$ cat config.mk
export PLATFORM = sky130hd
export DESIGN_NAME = spi_host
export DESIGN_NICKNAME = d
export VERILOG_FILES = /design/src/rtl/spi_pkg.sv /design/src/rtl/spi_shifter.sv /design/src/rtl/spi_host.sv
export SDC_FILE = /design/constraint.sdc
export NUM_CORES = 1
export LEC_CHECK = 0
export ABC_AREA = 1
export BUFFER_PORTS_ARGS = -buffer_cell sky130_fd_sc_hd__buf_2
export CAP_MARGIN = 20
export CORE_MARGIN = 10
export CORE_UTILIZATION = 35
export DETAILED_ROUTE_END_ITERATION = 16
export RECOVER_POWER = 25
export SLEW_MARGIN = 20
export SYNTH_ARGS = -nofsm -noshare
export SYNTH_HDL_FRONTEND = slang
export SYNTH_SLANG_ARGS = --single-unit
$ cat constraint.sdc
create_clock -name clk -period 5 [get_ports clk]
set_input_delay 0.25 -clock clk [delete_from_list [all_inputs] [get_ports clk]]
set_output_delay 0.25 -clock clk [all_outputs]
set_load 0.02 [all_outputs]
$ cat src/rtl/spi_pkg.sv
// ============================================================================
// spi_pkg : frame layout and host state encoding shared with the SPI slave
// Rev 1.0 : initial release
// ============================================================================
`default_nettype none

package spi_pkg;

    localparam int ADDR_W_DEF = 5;
    localparam int DATA_W_DEF = 16;
    localparam int TURN_DEF   = 2;
    localparam int FRAME      = ADDR_W_DEF + 1 + TURN_DEF + DATA_W_DEF;
    localparam int ADDR_OFS   = 0;
    localparam int CMD_OFS    = ADDR_OFS + ADDR_W_DEF;
    localparam int DATA_OFS   = CMD_OFS + 1 + TURN_DEF;

    typedef enum logic [2:0] {
        ST_FLUSH = 3'd0,
        ST_IDLE  = 3'd1,
        ST_ADDR  = 3'd2,
        ST_CMD   = 3'd3,
        ST_TURN  = 3'd4,
        ST_DATA  = 3'd5,
        ST_GAP   = 3'd6
    } state_t;

endpackage

`default_nettype wire

$ cat src/rtl/spi_shifter.sv
// ============================================================================
// spi_shifter : parallel-load / serial-out and serial-in / parallel-out word
// Rev 1.0 : initial release
// ============================================================================
`default_nettype none

module spi_shifter #(
    parameter int DATA_W = 16
) (
    input  logic              clk,
    input  logic              rst,
    input  logic              load,
    input  logic [DATA_W-1:0] load_data,
    input  logic              shift,
    input  logic              capture,
    input  logic              sin,
    output logic              sout,
    output logic [DATA_W-1:0] data_next
);

    logic [DATA_W-1:0] data_q;

    // One shift path serves both directions; capture selects what enters the LSB.
    always_comb begin
        data_next = data_q;
        if (load) begin
            data_next = load_data;
        end else if (shift || capture) begin
            data_next = {data_q[DATA_W-2:0], capture ? sin : 1'b0};
        end
    end

    always_ff @(posedge clk or posedge rst) begin
        if (rst) begin
            data_q <= '0;
        end else begin
            data_q <= data_next;
        end
    end

    assign sout = data_q[DATA_W-1];

endmodule

`default_nettype wire

$ cat src/rtl/spi_host.sv
// ============================================================================
// spi_host : serialises register read/write requests into fixed SPI frames
// Rev 1.0 : initial release
// ============================================================================
`default_nettype none

module spi_host
    import spi_pkg::*;
#(
    parameter int ADDR_W = ADDR_W_DEF,
    parameter int DATA_W = DATA_W_DEF,
    parameter int TURN   = TURN_DEF,
    parameter int RD_LAG = 1,
    parameter int GAP    = 1
) (
    input  logic              clk,
    input  logic              rst,
    input  logic              req_valid,
    output logic              req_ready,
    input  logic [ADDR_W-1:0] req_addr,
    input  logic              req_write,
    input  logic [DATA_W-1:0] req_wdata,
    output logic              rsp_valid,
    output logic [DATA_W-1:0] rsp_rdata,
    output logic              sdo,
    input  logic              sdi,
    output logic              busy
);

    localparam int FRAME_LEN = ADDR_W + 1 + TURN + DATA_W;
    localparam int CNT_W     = $clog2(FRAME_LEN + GAP + 1);
    localparam logic [CNT_W-1:0] FLUSH_LAST = CNT_W'(FRAME_LEN + GAP - 1);
    localparam logic [CNT_W-1:0] ADDR_LAST  = CNT_W'(ADDR_W - 1);
    localparam logic [CNT_W-1:0] TURN_LAST  = CNT_W'(TURN - 1);
    localparam logic [CNT_W-1:0] DATA_LAST  = CNT_W'(DATA_W - 1);
    localparam logic [CNT_W-1:0] GAP_LAST   = CNT_W'(GAP - 1);

    state_t              state;
    state_t              state_next;
    logic [CNT_W-1:0]    cnt;
    logic [CNT_W-1:0]    cnt_next;
    logic [ADDR_W-1:0]   addr_sh;
    logic                wr;
    logic                sdo_next;
    logic                accept;
    logic                frame_done;
    logic                shift_en;
    logic                cap_en;
    logic                in_read_data;
    logic                sh_sout;
    logic [DATA_W-1:0]   sh_next;

    assign accept       = (state == ST_IDLE) && req_valid;
    assign in_read_data = (state == ST_DATA) && !wr;
    assign shift_en     = (state_next == ST_DATA) && wr;
    assign frame_done   = (state != ST_IDLE) && (state != ST_FLUSH) && (state_next == ST_IDLE);
    assign req_ready    = (state == ST_IDLE);
    assign busy         = (state != ST_IDLE);

    always_comb begin
        state_next = state;
        case (state)
            ST_FLUSH: if (cnt == FLUSH_LAST) state_next = ST_IDLE;
            ST_IDLE:  if (req_valid) state_next = ST_ADDR;
            ST_ADDR:  if (cnt == ADDR_LAST) state_next = ST_CMD;
            ST_CMD:   state_next = (TURN > 0) ? ST_TURN : ST_DATA;
            ST_TURN:  if (cnt == TURN_LAST) state_next = ST_DATA;
            ST_DATA:  if (cnt == DATA_LAST) state_next = (GAP > 0) ? ST_GAP : ST_IDLE;
            ST_GAP:   if (cnt == GAP_LAST) state_next = ST_IDLE;
            default:  state_next = ST_FLUSH;
        endcase
    end

    always_comb begin
        cnt_next = cnt + CNT_W'(1);
        if ((state_next != state) || (state == ST_IDLE)) begin
            cnt_next = '0;
        end
    end

    // sdo is registered, so it is loaded with the bit belonging to the next cycle.
    always_comb begin
        sdo_next = 1'b0;
        case (state_next)
            ST_ADDR: sdo_next = accept ? req_addr[ADDR_W-1] : addr_sh[ADDR_W-1];
            ST_CMD:  sdo_next = wr;
            ST_DATA: sdo_next = wr & sh_sout;
            default: sdo_next = 1'b0;
        endcase
    end

    always_ff @(posedge clk or posedge rst) begin
        if (rst) begin
            state     <= ST_FLUSH;
            cnt       <= '0;
            sdo       <= 1'b0;
            addr_sh   <= '0;
            wr        <= 1'b0;
            rsp_valid <= 1'b0;
            rsp_rdata <= '0;
        end else begin
            state     <= state_next;
            cnt       <= cnt_next;
            sdo       <= sdo_next;
            rsp_valid <= frame_done && !wr;
            if (accept) begin
                addr_sh <= req_addr << 1;
                wr      <= req_write;
            end else if (state == ST_ADDR) begin
                addr_sh <= addr_sh << 1;
            end
            if (frame_done && !wr) begin
                rsp_rdata <= sh_next;
            end
        end
    end

    // The slave answers RD_LAG cycles late, so the capture window trails DATA.
    if (RD_LAG == 0) begin : g_lag_none
        assign cap_en = in_read_data;
    end else begin : g_lag_line
        logic [RD_LAG-1:0] line;
        always_ff @(posedge clk or posedge rst) begin
            if (rst) begin
                line <= '0;
            end else begin
                line <= (line << 1) | RD_LAG'(in_read_data);
            end
        end
        assign cap_en = line[RD_LAG-1];
    end

    spi_shifter #(
        .DATA_W (DATA_W)
    ) u_shifter (
        .clk       (clk),
        .rst       (rst),
        .load      (accept),
        .load_data (req_wdata),
        .shift     (shift_en),
        .capture   (cap_en),
        .sin       (sdi),
        .sout      (sh_sout),
        .data_next (sh_next)
    );

endmodule

`default_nettype wire

---- Yosys cells after proc, flatten, opt, wreduce, memory -nomap -nowiden ----
Index checks and enable logic that the tools add are counted.
storage, ports and cells
  bits in registers ....................... 49
  output and inout bits ................... 20
  word-level logic and storage cells ...... 55
  bits of input ports ..................... 26
cells by class
  reductions and logical operators ........ 13
  $add $sub $neg .......................... 1
  bitwise gates (word level) .............. 1
  equal/unequal tests ..................... 16
  mux-type cells .......................... 15
operator list
  kind                                                  number
  2-to-1 mux 16 bit                                     2
  case mux 3 bit (7 select lines)                       1
  2-to-1 mux 3 bit                                      6
  2-to-1 mux 5 bit                                      3
  equality test 3 x 2 -> 1 bit (second input constant)  4
  equality test 3 bit (second input constant)           4
  equality test 3 x 1 -> 1 bit (second input constant)  2
  logical AND 1 bit                                     6
  adder 5 x 1 -> 5 bit (second input constant)          1
  equality test 5 x 1 -> 1 bit (second input constant)  1
  equality test 5 x 3 -> 1 bit (second input constant)  1
  equality test 5 x 4 -> 1 bit (second input constant)  1
  equality test 5 bit (second input constant)           1
  zero test 5 bit                                       1
  zero test 3 bit                                       1
  != test 3 x 1 -> 1 bit (second input constant)        1
  != test 3 bit                                         1
  case mux 1 bit (3 select lines)                       1
  nonzero test 3 bit                                    1
  logical OR 1 bit                                      2
  2-to-1 mux 1 bit                                      2
  nonzero test 2 bit                                    1
  AND 1 bit                                             1
  zero test 1 bit                                       1

---- Logic depth before layout (Yosys ltp) ----
  depth after elaboration ................. 8
  mapped depth ............................ 17
  gate-level depth less buffers ........... 16

---- Cells and area by module ----
A second synthesis with hierarchy kept.
unflattened totals
  cells, all modules ...................... 269
  area, all modules ....................... 2391.0 um^2
by module, submodules not included
  module       cells an instance  area an instance (um^2)  times used
  spi_host     147                1529.0                   1
  spi_shifter  122                862.1                    1

---- Worst setup path before layout ----
OpenSTA, ideal clock, no wires.
  path kind ............................... register -> register
  start point ............................. register cnt[0]
  end point ............................... register rsp_rdata[10]
  clock period less this slack ............ 1937 ps
  arrival time ............................ 1820 ps
  stages on the path, launching flop included .. 16
  slack ................................... 3063 ps
  data required time ...................... 4883 ps
  setup time .............................. 117 ps
  cells stage by stage .................... dfrtp_1 -> ha_1 -> nand2_1 -> nor2_1 -> ha_1 -> nor2_1 -> nor2_4 -> nand3_4 -> nand3_4 -> nand2_4 -> buf_6 -> nand2_1 -> nand3_1 -> nand2_2 -> nand2_1 -> nand2_1
between the ends
  longest elaborated chain between the ends .. 8
  elaborated cells on any way between the ends .. 19
  those cells by class .................... eq/ne (6); mux (8); reduce/logical (5)
ends and longest elaborated chain
  item                                                        line               RTL
  from (decl)                                                 spi_host.sv:40     logic [CNT_W-1:0] cnt;
  from (signal assigned)                                      spi_host.sv:103    cnt <= cnt_next;
  equality test 5 x 4 -> 1 bit, or another cell as far along  spi_host.sv:68     ST_DATA: if (cnt == DATA_LAST) state_next = (GAP > 0) ? ST_GAP : ST_IDLE;
  2-to-1 mux 3 bit (on tied branches)                         --
  case mux 3 bit (7 select lines) *                           spi_host.sv:62     case (state)
  named net state_next[0]                                     spi_host.sv:39     state_t state_next;
  equality test 3 bit *                                       spi_host.sv:55     assign shift_en = (state_next == ST_DATA) && wr;
  logical AND 1 bit *                                         spi_host.sv:55
  logical OR 1 bit *                                          spi_shifter.sv:28  end else if (shift || capture) begin
  2-to-1 mux 16 bit *                                         spi_shifter.sv:28
  2-to-1 mux 16 bit *                                         spi_shifter.sv:26  if (load) begin
  named net sh_next[10]                                       spi_host.sv:51     logic [DATA_W-1:0] sh_next;
  to (signal assigned)                                        spi_host.sv:113    rsp_rdata <= sh_next;
  to (decl)                                                   spi_host.sv:24     output logic [DATA_W-1:0] rsp_rdata,
Mark *: on every way through the listed nets, which the timed path passes. The rest lies on a longest branch.
A chain may end at the register's enable or synchronous reset.

---- Final worst setup path ----
  start point ............................. register cnt[0]
  end point ............................... register rsp_rdata[1]
between the ends
  longest elaborated chain between the ends .. 8
  elaborated cells on any way between the ends .. 19
  those cells by class .................... eq/ne (6); mux (8); reduce/logical (5)
ends and longest elaborated chain
  item                                                        line
  equality test 5 x 4 -> 1 bit, or another cell as far along  spi_host.sv:68
  2-to-1 mux 3 bit (on tied branches)                         --
  case mux 3 bit (7 select lines) *                           spi_host.sv:62
  equality test 3 bit                                         spi_host.sv:55
  logical AND 1 bit                                           spi_host.sv:55
  logical OR 1 bit                                            spi_shifter.sv:28
  2-to-1 mux 16 bit                                           spi_shifter.sv:28
  2-to-1 mux 16 bit                                           spi_shifter.sv:26
Every way passes the cells marked *; elsewhere a longest branch is shown, timed or not.

==> impl_metrics.tcl <==
set metrics [dict create \
    power.leakage_nw 1.450 \
    tightest_slew_ps 2097 \
    die_h_um 102.8 \
    cpMaxStageDelayCell "clkinv_1" \
    totalWireLength_um 5464 \
    gr-total-overflow 0 \
    drive_above_1_share_pct 23.12 \
    p_total_w 0.001767 \
    r2r_slack_ps 2600 \
    max_freq_mhz 417.1 \
    fp.dieW_um 102.8 \
    core-area_um2 6719 \
    syn_inst 302 \
    reg2reg_from "cnt[0]" \
    path_buf_inv 3 \
    synth-seq-area-share_pct 50.05 \
    final_antenna_net_count 0 \
    cp-endpoint "rsp_rdata[1]" \
    tns_ps 0 \
    required_ps 5200 \
    crit_cells 10 \
    finalHoldViolCount 0 \
    cpMostUsedCell "nand2_1" \
    routedWlPerCell_um 12.83 \
    avgSynthCellArea_um2 7.946 \
    arrival_ps 2600 \
    ir_worst_vdd_uv 273.0 \
    cp-end-kind "flop" \
    synth_cell_types 23 \
    clock_path_buffers 2 \
    antenna_cells 0 \
    crit_type "flop to flop" \
    numPortBuffers 45 \
    track_usage_pct 10.80 \
    slew_viol_final 49 \
    period_minus_slack_ps 2398 \
    antenna_found_initial 0 \
    skew_ps 13.78 \
    finalSetupViolCount 0 \
    finalCritPeriodShare_pct 47.96 \
    dieArea_um2 10570 \
    worstHoldStart "req_addr[2]" \
    syn_area_um2 2400 \
    yosysWarnings 0 \
    critPathLaunchType "flop" \
    crit_start "cnt[0]" \
    nets 375 \
    cts-htree-levels 2 \
    io_pins 46 \
    via_per_inst 4.577 \
    grt_max_degree 49 \
    path_max_fanout 17 \
    rsz0062_at_grt "no" \
    cts_root_buffer "clkbuf_8" \
    cts_hold_buf 0 \
    r2r_cells 10 \
    cts_setup_buffers 0 \
    dp_hpwl_um 3837 \
    start_util_pct 35.72 \
    ctsResizeCount 0 \
    hp-class "primary input to flop" \
    synthArstFlopShare_pct 100.0 \
    clock_latency_ps 310 \
    grt_pass1_vias 1936 \
    synth.ff_latch_count 48 \
    r2r_end "rsp_rdata[1]" \
    area_growth_pct 15.64 \
    rows 30 \
    synth_edf_count 0 \
    power-per-cell-area_nw_per_um2 636.6 \
    clk_pin_slew_ps 100 \
    drc_errors 0 \
    numCtsBuffers 5 \
    cts_tree "done" \
    violations "max-capacitance violations, max-slew violations" \
    slew_headroom_pct -40.54 \
    firstDrtPassIters 4 \
    cp_top_family "simple AND/OR/NAND/NOR gates" \
    place.gp.congestion 0.7559 \
    synthFlopType "dfrtp_1" \
    outcome "complete, but fails checks" \
    drv_cap 1 \
    slowest_delay_ps 610 \
    drt_iter0_drc 96 \
    vias 1950 \
    synth_nets 332 \
    cts.sinks 48 \
    cp_cell_sequence "inv_1 > ha_1 > inv_1 > nor2_1 > nand2_1 > nor2_2 > nand2_1 > clkinv_1 > nand2_1 > nand2_1" \
    grt_pass1_wl_um 9045 \
]
## layout make-up
class,instances,area (µm²)
Fill cell,717,3944
Clock buffer,6,82.58
Tap cell,80,100.1
Multi-Input combinational cell,203,993.5
Clock inverter,2,15.01
Timing Repair Buffer,45,224.0
Inverter,42,158.9
Sequential cell,48,1201
## per-layer routing
metal	share of wire, %	vias up	global-route usage [%]
met5	0	-	0
met4	1.4	0	3.529
met3	6.8	8	3.887
met2	44	56	16.44
met1	48	877	13.93
li1	-	1009	-
## worst min-delay path, delay by kind of cell
family / cells / cell delay, ps
buffers and inverters: 1 / 70
AO/OA/AOI/OAI: 1 / 60
AND/OR/NAND/NOR: 1 / 50
## power by group
part           internal [W]  switching (W)  leakage [nW]  total [W]
clock network      0.000112       0.000133        0.0434   0.000246
registers          0.000569      0.0000961         0.553   0.000665
logic              0.000294       0.000562         0.854   0.000856
total              0.000975       0.000792          1.45    0.00177
## logic make-up (layout without fill, tap and decap cells)
| family | after synthesis | after routing | share of synthesized area, % |
|---|---|---|---|
| compound gates | 15 | 15 | 3.389 |
| xor+xnor | 1 | 1 | 0.3650 |
| flops | 48 | 48 | 50.05 |
| simple gates | 183 | 183 | 35.56 |
| fa+ha+maj | 4 | 4 | 2.086 |
| buf+inv | 51 | 95 | 8.550 |
## sequential cells by signal, indices dropped and copies added (netlist names)
register          flops
addr_sh               4
cap_en                1
cnt                   5
rsp_rdata            16
rsp_valid             1
sdo                   1
state                 3
u_shifter.data_q     16
wr                    1
## cell usage after synthesis, types with 2 or more instances
| cell | count | share of area, % |
|---|---|---|
| nand2_2 | 11 | 2.9 |
| inv_1 | 37 | 5.8 |
| nand2_4 | 3 | 1.4 |
| nor2_2 | 4 | 1.0 |
| buf_2 | 5 | 1.0 |
| o21ai_0 | 11 | 2.3 |
| nand3_4 | 2 | 1.5 |
| clkinv_1 | 2 | 0.31 |
| ha_1 | 4 | 2.1 |
| nand2_1 | 105 | 16 |
| inv_2 | 3 | 0.47 |
| o21ai_1 | 2 | 0.42 |
| nor2_4 | 3 | 1.4 |
| nand3_1 | 37 | 7.7 |
| clkbuf_1 | 3 | 0.47 |
| dfrtp_1 | 48 | 50 |
| nor2_1 | 16 | 2.5 |
## stage by stage
step           instance area [µm²]  std cells  setup slack (ps)  util (%)  hold slack, ps
5_1_grt                       2775        426              2212     41.30           156.1
2_1_floorplan                 2400        302              3063         -           371.0
3_3_place_gp                  2678        418              2582     39.85           418.3
3_5_place_dp                  2678        418              2543     39.85           424.1
4_1_cts                       2775        426              2542     41.30           148.1
6_report                      2775        426              2602     41.30           154.0
## placed cells by master, fill, tap and decap left out, drive strengths merged
cell	netlist	layout
nand2	119	119
dfrtp	48	48
buf	6	44
nand3	40	40
inv	40	39
nor2	23	23
o21ai	13	13
clkbuf	3	7
ha	4	4
clkinvlp	0	3
clkinv	2	2
xor2	1	1
nor3b	1	1
o211ai	1	1
o221ai	1	1
## worst min-delay path by stage
stage          slack (ps)                  end  depth (start not counted)
6_report              150           addr_sh[3]                          3
2_1_floorplan         370           addr_sh[1]                          2
3_5_place_dp          420               cap_en                          1
3_3_place_gp          420               cap_en                          1
4_1_cts               150           addr_sh[3]                          3
5_1_grt               160  u_shifter.data_q[2]                          3
No activity file was read; power rests on OpenSTA's default activity.
